--- src/rtl/b1_mem_arbiter_if.sv ---
// b1 RAM arbiter bus: two requester ports plus the single-port bram side.
// slave = arbiter view, master = requesters/RAM environment view.
interface b1_mem_arbiter_if #(
    parameter int RAM_ADDR_WIDTH = 13
);
    logic                      p0_req;
    logic                      p1_req;
    logic                      p0_we;
    logic                      p1_we;
    logic [15:0]               p0_addr;
    logic [15:0]               p1_addr;
    logic [7:0]                p0_wdata;
    logic [7:0]                p1_wdata;
    logic                      p0_gnt;
    logic                      p1_gnt;
    logic                      p0_rvalid;
    logic                      p1_rvalid;
    logic                      p0_err;
    logic                      p1_err;
    logic [7:0]                rdata;
    logic [RAM_ADDR_WIDTH-1:0] mem_addr;
    logic                      mem_cs_n;
    logic                      mem_wr_n;
    logic                      mem_rd_n;
    logic [7:0]                mem_wdata;
    logic [7:0]                mem_rdata;

    modport slave (
        input  p0_req, p1_req, p0_we, p1_we,
        input  p0_addr, p1_addr, p0_wdata, p1_wdata,
        input  mem_rdata,
        output p0_gnt, p1_gnt, p0_rvalid, p1_rvalid,
        output p0_err, p1_err, rdata,
        output mem_addr, mem_cs_n, mem_wr_n, mem_rd_n,
        output mem_wdata
    );

    modport master (
        output p0_req, p1_req, p0_we, p1_we,
        output p0_addr, p1_addr, p0_wdata, p1_wdata,
        output mem_rdata,
        input  p0_gnt, p1_gnt, p0_rvalid, p1_rvalid,
        input  p0_err, p1_err, rdata,
        input  mem_addr, mem_cs_n, mem_wr_n, mem_rd_n,
        input  mem_wdata
    );
endinterface

--- src/rtl/b1_mem_arbiter.sv ---
// Two-port arbiter/sequencer for the single-port b1 bram (CPU port 0, UART loader port 1).
// Define ARB_ROUND_ROBIN_EN for round-robin ties; otherwise port 1 wins ties.
module b1_mem_arbiter #(
    parameter int RAM_ADDR_WIDTH = 13
) (
    input  logic              CLK,
    input  logic              reset_n,
    b1_mem_arbiter_if.slave   bus
);
    typedef enum logic [1:0] {
        IDLE,
        ACCESS,
        RDATA
    } state_t;

    state_t state_q, state_d;

    logic sel_q, sel_d;
    logic we_q, we_d;
    logic oor_q, oor_d;
    logic win;
    logic [15:0] addr_d;
    logic [7:0]  rd_val;

    logic gnt0_q, gnt0_d, gnt1_q, gnt1_d;
    logic err0_q, err0_d, err1_q, err1_d;
    logic rv0_q, rv0_d, rv1_q, rv1_d;
    logic cs_n_q, cs_n_d, wr_n_q, wr_n_d, rd_n_q, rd_n_d;
    logic [RAM_ADDR_WIDTH-1:0] maddr_q, maddr_d;
    logic [7:0] mwdata_q, mwdata_d;
    logic [7:0] rdata_q, rdata_d;

`ifdef ARB_ROUND_ROBIN_EN
    logic last_p1_q, last_p1_d;
`endif

    // The bram output is already registered, so it is muxed straight out during RDATA.
    assign rd_val = oor_q ? 8'hFF : bus.mem_rdata;

    always_comb begin
        state_d  = state_q;
        sel_d    = sel_q;
        we_d     = we_q;
        oor_d    = oor_q;
        win      = 1'b0;
        addr_d   = 16'h0000;
        gnt0_d   = 1'b0;
        gnt1_d   = 1'b0;
        err0_d   = 1'b0;
        err1_d   = 1'b0;
        rv0_d    = 1'b0;
        rv1_d    = 1'b0;
        cs_n_d   = 1'b1;
        wr_n_d   = 1'b1;
        rd_n_d   = 1'b1;
        maddr_d  = maddr_q;
        mwdata_d = mwdata_q;
        rdata_d  = rdata_q;
`ifdef ARB_ROUND_ROBIN_EN
        last_p1_d = last_p1_q;
`endif
        unique case (state_q)
            IDLE: begin
                if (bus.p0_req || bus.p1_req) begin
`ifdef ARB_ROUND_ROBIN_EN
                    win = (bus.p0_req && bus.p1_req) ? ~last_p1_q : bus.p1_req;
                    last_p1_d = win;
`else
                    win = bus.p1_req;
`endif
                    sel_d    = win;
                    we_d     = win ? bus.p1_we : bus.p0_we;
                    addr_d   = win ? bus.p1_addr : bus.p0_addr;
                    mwdata_d = win ? bus.p1_wdata : bus.p0_wdata;
                    maddr_d  = addr_d[RAM_ADDR_WIDTH-1:0];
                    oor_d    = |addr_d[15:RAM_ADDR_WIDTH];
                    gnt0_d   = ~win;
                    gnt1_d   = win;
                    err0_d   = ~win & oor_d;
                    err1_d   = win & oor_d;
                    if (!oor_d) begin
                        cs_n_d = 1'b0;
                        wr_n_d = ~we_d;
                        rd_n_d = we_d;
                    end
                    state_d = ACCESS;
                end
            end
            ACCESS: begin
                if (we_q) begin
                    state_d = IDLE;
                end else begin
                    rv0_d   = ~sel_q;
                    rv1_d   = sel_q;
                    state_d = RDATA;
                end
            end
            RDATA: begin
                rdata_d = rd_val;
                state_d = IDLE;
            end
            default: state_d = IDLE;
        endcase
    end

    always_ff @(posedge CLK) begin
        if (!reset_n) begin
            state_q  <= IDLE;
            sel_q    <= 1'b0;
            we_q     <= 1'b0;
            oor_q    <= 1'b0;
            gnt0_q   <= 1'b0;
            gnt1_q   <= 1'b0;
            err0_q   <= 1'b0;
            err1_q   <= 1'b0;
            rv0_q    <= 1'b0;
            rv1_q    <= 1'b0;
            cs_n_q   <= 1'b1;
            wr_n_q   <= 1'b1;
            rd_n_q   <= 1'b1;
            maddr_q  <= '0;
            mwdata_q <= 8'h00;
            rdata_q  <= 8'h00;
`ifdef ARB_ROUND_ROBIN_EN
            last_p1_q <= 1'b1;
`endif
        end else begin
            state_q  <= state_d;
            sel_q    <= sel_d;
            we_q     <= we_d;
            oor_q    <= oor_d;
            gnt0_q   <= gnt0_d;
            gnt1_q   <= gnt1_d;
            err0_q   <= err0_d;
            err1_q   <= err1_d;
            rv0_q    <= rv0_d;
            rv1_q    <= rv1_d;
            cs_n_q   <= cs_n_d;
            wr_n_q   <= wr_n_d;
            rd_n_q   <= rd_n_d;
            maddr_q  <= maddr_d;
            mwdata_q <= mwdata_d;
            rdata_q  <= rdata_d;
`ifdef ARB_ROUND_ROBIN_EN
            last_p1_q <= last_p1_d;
`endif
        end
    end

    assign bus.p0_gnt    = gnt0_q;
    assign bus.p1_gnt    = gnt1_q;
    assign bus.p0_err    = err0_q;
    assign bus.p1_err    = err1_q;
    assign bus.p0_rvalid = rv0_q;
    assign bus.p1_rvalid = rv1_q;
    assign bus.mem_cs_n  = cs_n_q;
    assign bus.mem_wr_n  = wr_n_q;
    assign bus.mem_rd_n  = rd_n_q;
    assign bus.mem_addr  = maddr_q;
    assign bus.mem_wdata = mwdata_q;
    assign bus.rdata     = (state_q == RDATA) ? rd_val : rdata_q;
endmodule

--- src/flat_wrapper.sv ---
// flat-port wrapper written by rule: the top's interface ports become plain ports
module b1_mem_arbiter_flat 
#(
    parameter int RAM_ADDR_WIDTH = 13
)
  (CLK, reset_n, bus_p0_req, bus_p1_req, bus_p0_we, bus_p1_we, bus_p0_addr, bus_p1_addr, bus_p0_wdata, bus_p1_wdata, bus_mem_rdata, bus_p0_gnt, bus_p1_gnt, bus_p0_rvalid, bus_p1_rvalid, bus_p0_err, bus_p1_err, bus_rdata, bus_mem_addr, bus_mem_cs_n, bus_mem_wr_n, bus_mem_rd_n, bus_mem_wdata);
  b1_mem_arbiter_if #(.RAM_ADDR_WIDTH(RAM_ADDR_WIDTH)) bus_i ();
  input  logic CLK;
  input  logic reset_n;
  input wire logic [$bits(bus_i.p0_req)-1:0] bus_p0_req;
  input wire logic [$bits(bus_i.p1_req)-1:0] bus_p1_req;
  input wire logic [$bits(bus_i.p0_we)-1:0] bus_p0_we;
  input wire logic [$bits(bus_i.p1_we)-1:0] bus_p1_we;
  input wire logic [$bits(bus_i.p0_addr)-1:0] bus_p0_addr;
  input wire logic [$bits(bus_i.p1_addr)-1:0] bus_p1_addr;
  input wire logic [$bits(bus_i.p0_wdata)-1:0] bus_p0_wdata;
  input wire logic [$bits(bus_i.p1_wdata)-1:0] bus_p1_wdata;
  input wire logic [$bits(bus_i.mem_rdata)-1:0] bus_mem_rdata;
  output wire logic [$bits(bus_i.p0_gnt)-1:0] bus_p0_gnt;
  output wire logic [$bits(bus_i.p1_gnt)-1:0] bus_p1_gnt;
  output wire logic [$bits(bus_i.p0_rvalid)-1:0] bus_p0_rvalid;
  output wire logic [$bits(bus_i.p1_rvalid)-1:0] bus_p1_rvalid;
  output wire logic [$bits(bus_i.p0_err)-1:0] bus_p0_err;
  output wire logic [$bits(bus_i.p1_err)-1:0] bus_p1_err;
  output wire logic [$bits(bus_i.rdata)-1:0] bus_rdata;
  output wire logic [$bits(bus_i.mem_addr)-1:0] bus_mem_addr;
  output wire logic [$bits(bus_i.mem_cs_n)-1:0] bus_mem_cs_n;
  output wire logic [$bits(bus_i.mem_wr_n)-1:0] bus_mem_wr_n;
  output wire logic [$bits(bus_i.mem_rd_n)-1:0] bus_mem_rd_n;
  output wire logic [$bits(bus_i.mem_wdata)-1:0] bus_mem_wdata;
  assign bus_i.p0_req = bus_p0_req;
  assign bus_i.p1_req = bus_p1_req;
  assign bus_i.p0_we = bus_p0_we;
  assign bus_i.p1_we = bus_p1_we;
  assign bus_i.p0_addr = bus_p0_addr;
  assign bus_i.p1_addr = bus_p1_addr;
  assign bus_i.p0_wdata = bus_p0_wdata;
  assign bus_i.p1_wdata = bus_p1_wdata;
  assign bus_i.mem_rdata = bus_mem_rdata;
  assign bus_p0_gnt = bus_i.p0_gnt;
  assign bus_p1_gnt = bus_i.p1_gnt;
  assign bus_p0_rvalid = bus_i.p0_rvalid;
  assign bus_p1_rvalid = bus_i.p1_rvalid;
  assign bus_p0_err = bus_i.p0_err;
  assign bus_p1_err = bus_i.p1_err;
  assign bus_rdata = bus_i.rdata;
  assign bus_mem_addr = bus_i.mem_addr;
  assign bus_mem_cs_n = bus_i.mem_cs_n;
  assign bus_mem_wr_n = bus_i.mem_wr_n;
  assign bus_mem_rd_n = bus_i.mem_rd_n;
  assign bus_mem_wdata = bus_i.mem_wdata;
  b1_mem_arbiter #(.RAM_ADDR_WIDTH(RAM_ADDR_WIDTH)) u_core (.CLK(CLK), .reset_n(reset_n), .bus(bus_i));
endmodule
--- config.mk ---
export PLATFORM = sky130hd
export DESIGN_NAME = b1_mem_arbiter_flat
export DESIGN_NICKNAME = d
export VERILOG_FILES = /design/src/rtl/b1_mem_arbiter_if.sv /design/src/rtl/b1_mem_arbiter.sv /design/src/flat_wrapper.sv
export SDC_FILE = /design/constraint.sdc
export NUM_CORES = 1
export LEC_CHECK = 0
export CORE_MARGIN = 5
export CORE_UTILIZATION = 41
export CTS_CLUSTER_SIZE = 12
export DETAILED_ROUTE_END_ITERATION = 8
export GPL_TIMING_DRIVEN = 0
export MAX_ROUTING_LAYER = met4
export PLACE_DENSITY = 0.95
export SETUP_SLACK_MARGIN = 0.05
export SYNTH_ARGS = -nofsm -noshare
export SYNTH_HDL_FRONTEND = slang
export SYNTH_SLANG_ARGS = --single-unit
--- constraint.sdc ---
create_clock -name CLK -period 1.9 [get_ports CLK]
set_clock_uncertainty 0.05 [all_clocks]
set_input_delay 0.285 -clock CLK [delete_from_list [all_inputs] [get_ports CLK]]
set_output_delay 0.285 -clock CLK [all_outputs]
set_load 0.05 [all_outputs]
After elaboration in Yosys (flattened, before gate mapping)
Index checks and enable logic that the tools add are counted.
{"block": "word_totals", "register_bits": 43, "input_bits": 62, "out_inout_bits": 38, "word_cells": 44}
{"block": "classes", "muxes": 9, "bitwise": 9, "reduce_logical": 7, "n_eq_ne": 3}
{"op": "two-way mux 8 bit", "n": 3}
{"op": "two-way mux 16 bit", "n": 1}
{"op": "inverter 1 bit", "n": 7}
{"op": "OR reduction 3 bit", "n": 2}
{"op": "OR reduction 6 bit", "n": 1}
{"op": "two-way mux 2 bit", "n": 2}
{"op": "case mux 2 bit (2 select lines)", "n": 1}
{"op": "AND reduction 3 bit", "n": 1}
{"op": "bitwise AND 1 bit", "n": 2}
{"op": "equality test 2 x 1 -> 1 bit, second input constant", "n": 1}
{"op": "equality test 2 bit, second input constant", "n": 1}
{"op": "logical NOT 2 bit", "n": 1}
{"op": "two-way mux 1 bit", "n": 2}
{"op": "inequality test 2 x 1 -> 1 bit, second input constant", "n": 1}
{"op": "AND reduction 2 bit", "n": 1}
{"op": "logical OR 1 bit", "n": 1}

Longest topological paths before layout
{"block": "logic_depth", "depth_word": 3, "mapped_depth": 6, "depth_no_buf": 4}

Worst setup path before layout
No wires, ideal clock.
{"block": "synth_path", "path_type": "register to output", "from": "register u_core.oor_q", "to": "output bus_rdata[0]", "arrival_ns": 1.326, "setup_slack_ns": 0.239, "required_ns": 1.565, "path_buffers": 2, "path_stages_with_launch": 4, "cell_sequence": "dfxtp_1 > buf_1 > clkbuf_1 > o31a_1"}
{"block": "synth_between", "elab_chain_len": 2}
{"item": "from (decl)", "line_no": "b1_mem_arbiter.sv:20", "rtl": "logic oor_q, oor_d;"}
{"item": "from (signal assigned)", "line_no": "b1_mem_arbiter.sv:131", "rtl": "oor_q <= oor_d;"}
{"item": "two-way mux 8 bit", "line_no": "b1_mem_arbiter.sv:38", "rtl": "assign rd_val = oor_q ? 8'hFF : bus.mem_rdata;"}
{"item": "two-way mux 8 bit"}
{"item": "to (decl)", "line_no": "flat_wrapper.sv:25", "rtl": "output wire logic [$bits(bus_i.rdata)-1:0] bus_rdata;"}
No other way between the ends.

Final worst setup path
{"block": "layout_path", "from": "register u_core.maddr_q[6], in the netlist u_core.bus.mem_addr[6]", "to": "output bus_mem_addr[6]"}
{"item": "from (decl)", "line_no": "b1_mem_arbiter.sv:29", "rtl": "logic [RAM_ADDR_WIDTH-1:0] maddr_q, maddr_d;"}
{"item": "from (signal assigned)", "line_no": "b1_mem_arbiter.sv:141", "rtl": "maddr_q <= maddr_d;"}
{"item": "to (decl)", "line_no": "flat_wrapper.sv:26", "rtl": "output wire logic [$bits(bus_i.mem_addr)-1:0] bus_mem_addr;"}
No word-level cell between the ends.

==> key figures <==
Clocking
  – Clock slew seen by the registers of the worst setup and hold paths: 0.08 ns
  – Root buf cell: clkbuf_8
  – H-tree depth: 2
  – Max Buffers Root-to-Sink: 2
  – Num CTS Buffers: 5
  – Setup repair bufs after CTS: 0
  – Post_cts resized: 55
  – CTS tree: built
  – Clk_lat worst skew: 0.29 ns
  – Hold buffers post-CTS: 0
  – CTS sink count: 43

Floorplanning
  – # IOs: 100
  – Initial core utilization: 41.9%
  – Core outline area: 0.00432 sq mm
  – Area of the die: 0.00585 sq mm
  – Die height: 76.5 microns
  – Horiz. Die Dim: 76.5 microns
  – # rows: 24

Cells and area
  – Fin cells: 302
  – P&R area growth vs syn: 66.2%
  – Share of cells above drive strength 1: 20.0%
  – Finished Cell Area: 0.00301 sq mm
  – Fillers: 343
  – Area of the multi-input gates: 871 sq um
  – Inserted Diodes: 0
  – Post-Route Utilization: 69.6%
  – Seq. cell area: 862 sq um
  – NumNets Final: 311

Placement
  – IO buf count: 98
  – Hpwl dp: 4070 microns
  – GPL Wtd Cong: 0.746
  – Placed Instances: 295
  – Setup WS pre-CTS: -0.478 ns
  – Cell Area, Placed: 0.00286 sq mm

Timing
  – WHS: 0.242 ns
  – Slew Viols, Final: 0
  – Final setup fails: 0
  – Final period utilization: 95.4%
  – Slew headroom: 45.7%
  – Slew @ Worst Pin: 0.804 ns
  – Final Critical Period: 1.81 ns
  – Fmax: 0.552 GHz
  – Setup_tns: 0 ns
  – Final hold vios: 0
  – Final worst setup slack: 0.0873 ns
  – RSZ-0062 raised after global routing: false

Pwr
  – Total chip power: 2.51 mW
  – Clock share of power: 28.9%
  – Worst vdd ir: 612 uV
  – Sequential power share: 40.6%
  – Leakage: 1.35 nW
  – P_sw: 0.780 mW
  – PwrDens: 834 mW/mm^2
  – Combinational share of power: 30.4%
  – Cell Int Power: 1.73 mW
  – Switching share of power: 31.1%

Critical path
  – Req. time, crit path: 1.56 ns
  – Critical Path AT: 1.48 ns
  – Worst setup SP type: register
  – Crit path buffers/inverters: 1
  – Setup CP Type: register to output port
  – Reg-to-reg critical path endpoint: u_core.bus.mem_addr[11]
  – Reg2Reg Depth: 5
  – Crit path max fanout: 2
  – FF-to-FF setup slack: 0.49 ns
  – Critical Path Sink: bus_mem_addr[6]
  – CP max stage cell: clkdlybuf4s50_1
  – Crit path from: u_core.bus.mem_addr[6]
  – Cell Chain, Critical Path: clkdlybuf4s50_1
  – Crit. path cell count: 1
  – Crit path capture type: output port
  – Slowest stage delay, CP: 0.83 ns
  – Delay-heaviest family, CP: buffers and inverters
  – Worst r2r src: u_core.state_q[1]

Synth
  – #FFs+latches synth: 43
  – Yosys top cell by area: dfxtp_1
  – Asr flop ratio synth: 0%
  – Synth top area cells: dfxtp_1 (48%), o2bb2ai_2 (16%), mux2i_1 (12%)
  – Sequential area share after synthesis: 47.5%
  – Post-synth EDFFs: 0
  – Synth Instances: 145
  – Synth cell count leaders: dfxtp_1 (43), mux2i_1 (22), o2bb2ai_2 (19)
  – Synth top area share: 47.5%
  – Number of synthesis warnings: 0
  – Synth cell types: 27
  – Syn nets: 207
  – Top-count cell post-synth: dfxtp_1
  – Post-Syn Area: 0.00181 sq mm
  – Syn avg cell area: 12.5 sq um
  – Synth Flop Type: dfxtp_1

Drt
  – Routed wire per std cell: 17.0 microns
  – Vias post-DR: 1560
  – Antenna Violating Nets Remaining: 0
  – Vias per cell: 5.17
  – DRC violations left: 0
  – Iteration-0 DRC Markers: 63
  – DRT Wirelength: 5140 microns
  – Detailed-router iteration count before antenna repair: 4

Flow run
  – Max Cap Viol: 0

Global routing
  – Initial antenna violation count: 0
  – Total gr overflow: 0
  – Largest net degree at the start of global routing: 14
  – GRT Total Usage: 17.9%
  – Vias in the first global route: 1631
  – Global-route wire length before repair: 8290 microns

Min path
  – Hold Crit Class: primary input to register

Status
  – Outcome: finished, final reports clean
==> area by class of cell <==
cell class,instances,area share (%)
timing repair buffer,98,33.0
multi-input combinational,88,28.9
sequential,43,28.6
buffer,12,3.24
clock buffer,6,2.74
tap,52,2.16
clock inverter,2,1.16
inverter,1,0.125
==> layer usage <==
metal,wire length (microns),vias to the layer above,track usage [%],part of all wire [%]
met5,0,-,-,0
met4,84,0,5.07,1.6
met3,324,6,5.67,6.3
met2,2750,63,31.7,53
met1,1980,731,19.0,39
li1,-,760,-,-
==> sequential cells by signal, summed over array words and instances (netlist names), 2 cells and up <==
register	count
u_core.bus.mem_wdata	8
u_core.bus.mem_addr	13
u_core.rdata_q	8
u_core.state_q	2
==> power groups by stage <==
stage	clock, mW	combinational [mW]	sequential (mW)
global route	0.772	0.805	1.03
finish	0.727	0.764	1.02
global placement	0	0.758	1.03
detailed placement	0	0.774	1.03
CTS	0.736	0.767	1.02
floorplan	0	0.282	1.21
==> how the worst min path moves through the flow <==
stage	slack, ns	endpoint	cells after the start	from
2_1_floorplan	0.36	u_core.bus.p0_rvalid	1	u_core.sel_q
3_3_place_gp	0.37	u_core.bus.p0_rvalid	1	u_core.sel_q
3_5_place_dp	0.39	u_core.bus.p0_rvalid	1	u_core.sel_q
4_1_cts	0.24	u_core.rdata_q[6]	2	reset_n
5_1_grt	0.24	u_core.rdata_q[4]	2	reset_n
6_report	0.24	u_core.rdata_q[6]	2	reset_n
==> cell usage in the layout (no fill, tap or decap), drive strengths merged, types with 2 or more instances in the layout <==
cell type | Yosys | final
clkdlybuf4s50 | 0 | 81
o2bb2ai | 23 | 23
o311a | 8 | 8
nand2b | 10 | 10
dlymetal6s2s | 0 | 9
and2 | 2 | 2
buf | 10 | 18
clkbuf | 3 | 8
mux2i | 22 | 22
nor2 | 2 | 2
o31a | 9 | 9
dfxtp | 43 | 43
==> cells by family after synthesis <==
logic type,Yosys count,share of synthesized area (%)
simple gates,24,8.08
flops,43,47.5
compound gates,42,27.4
mux,22,12.2
buf+inv,14,4.83
(Power assumes the default switching activity.)
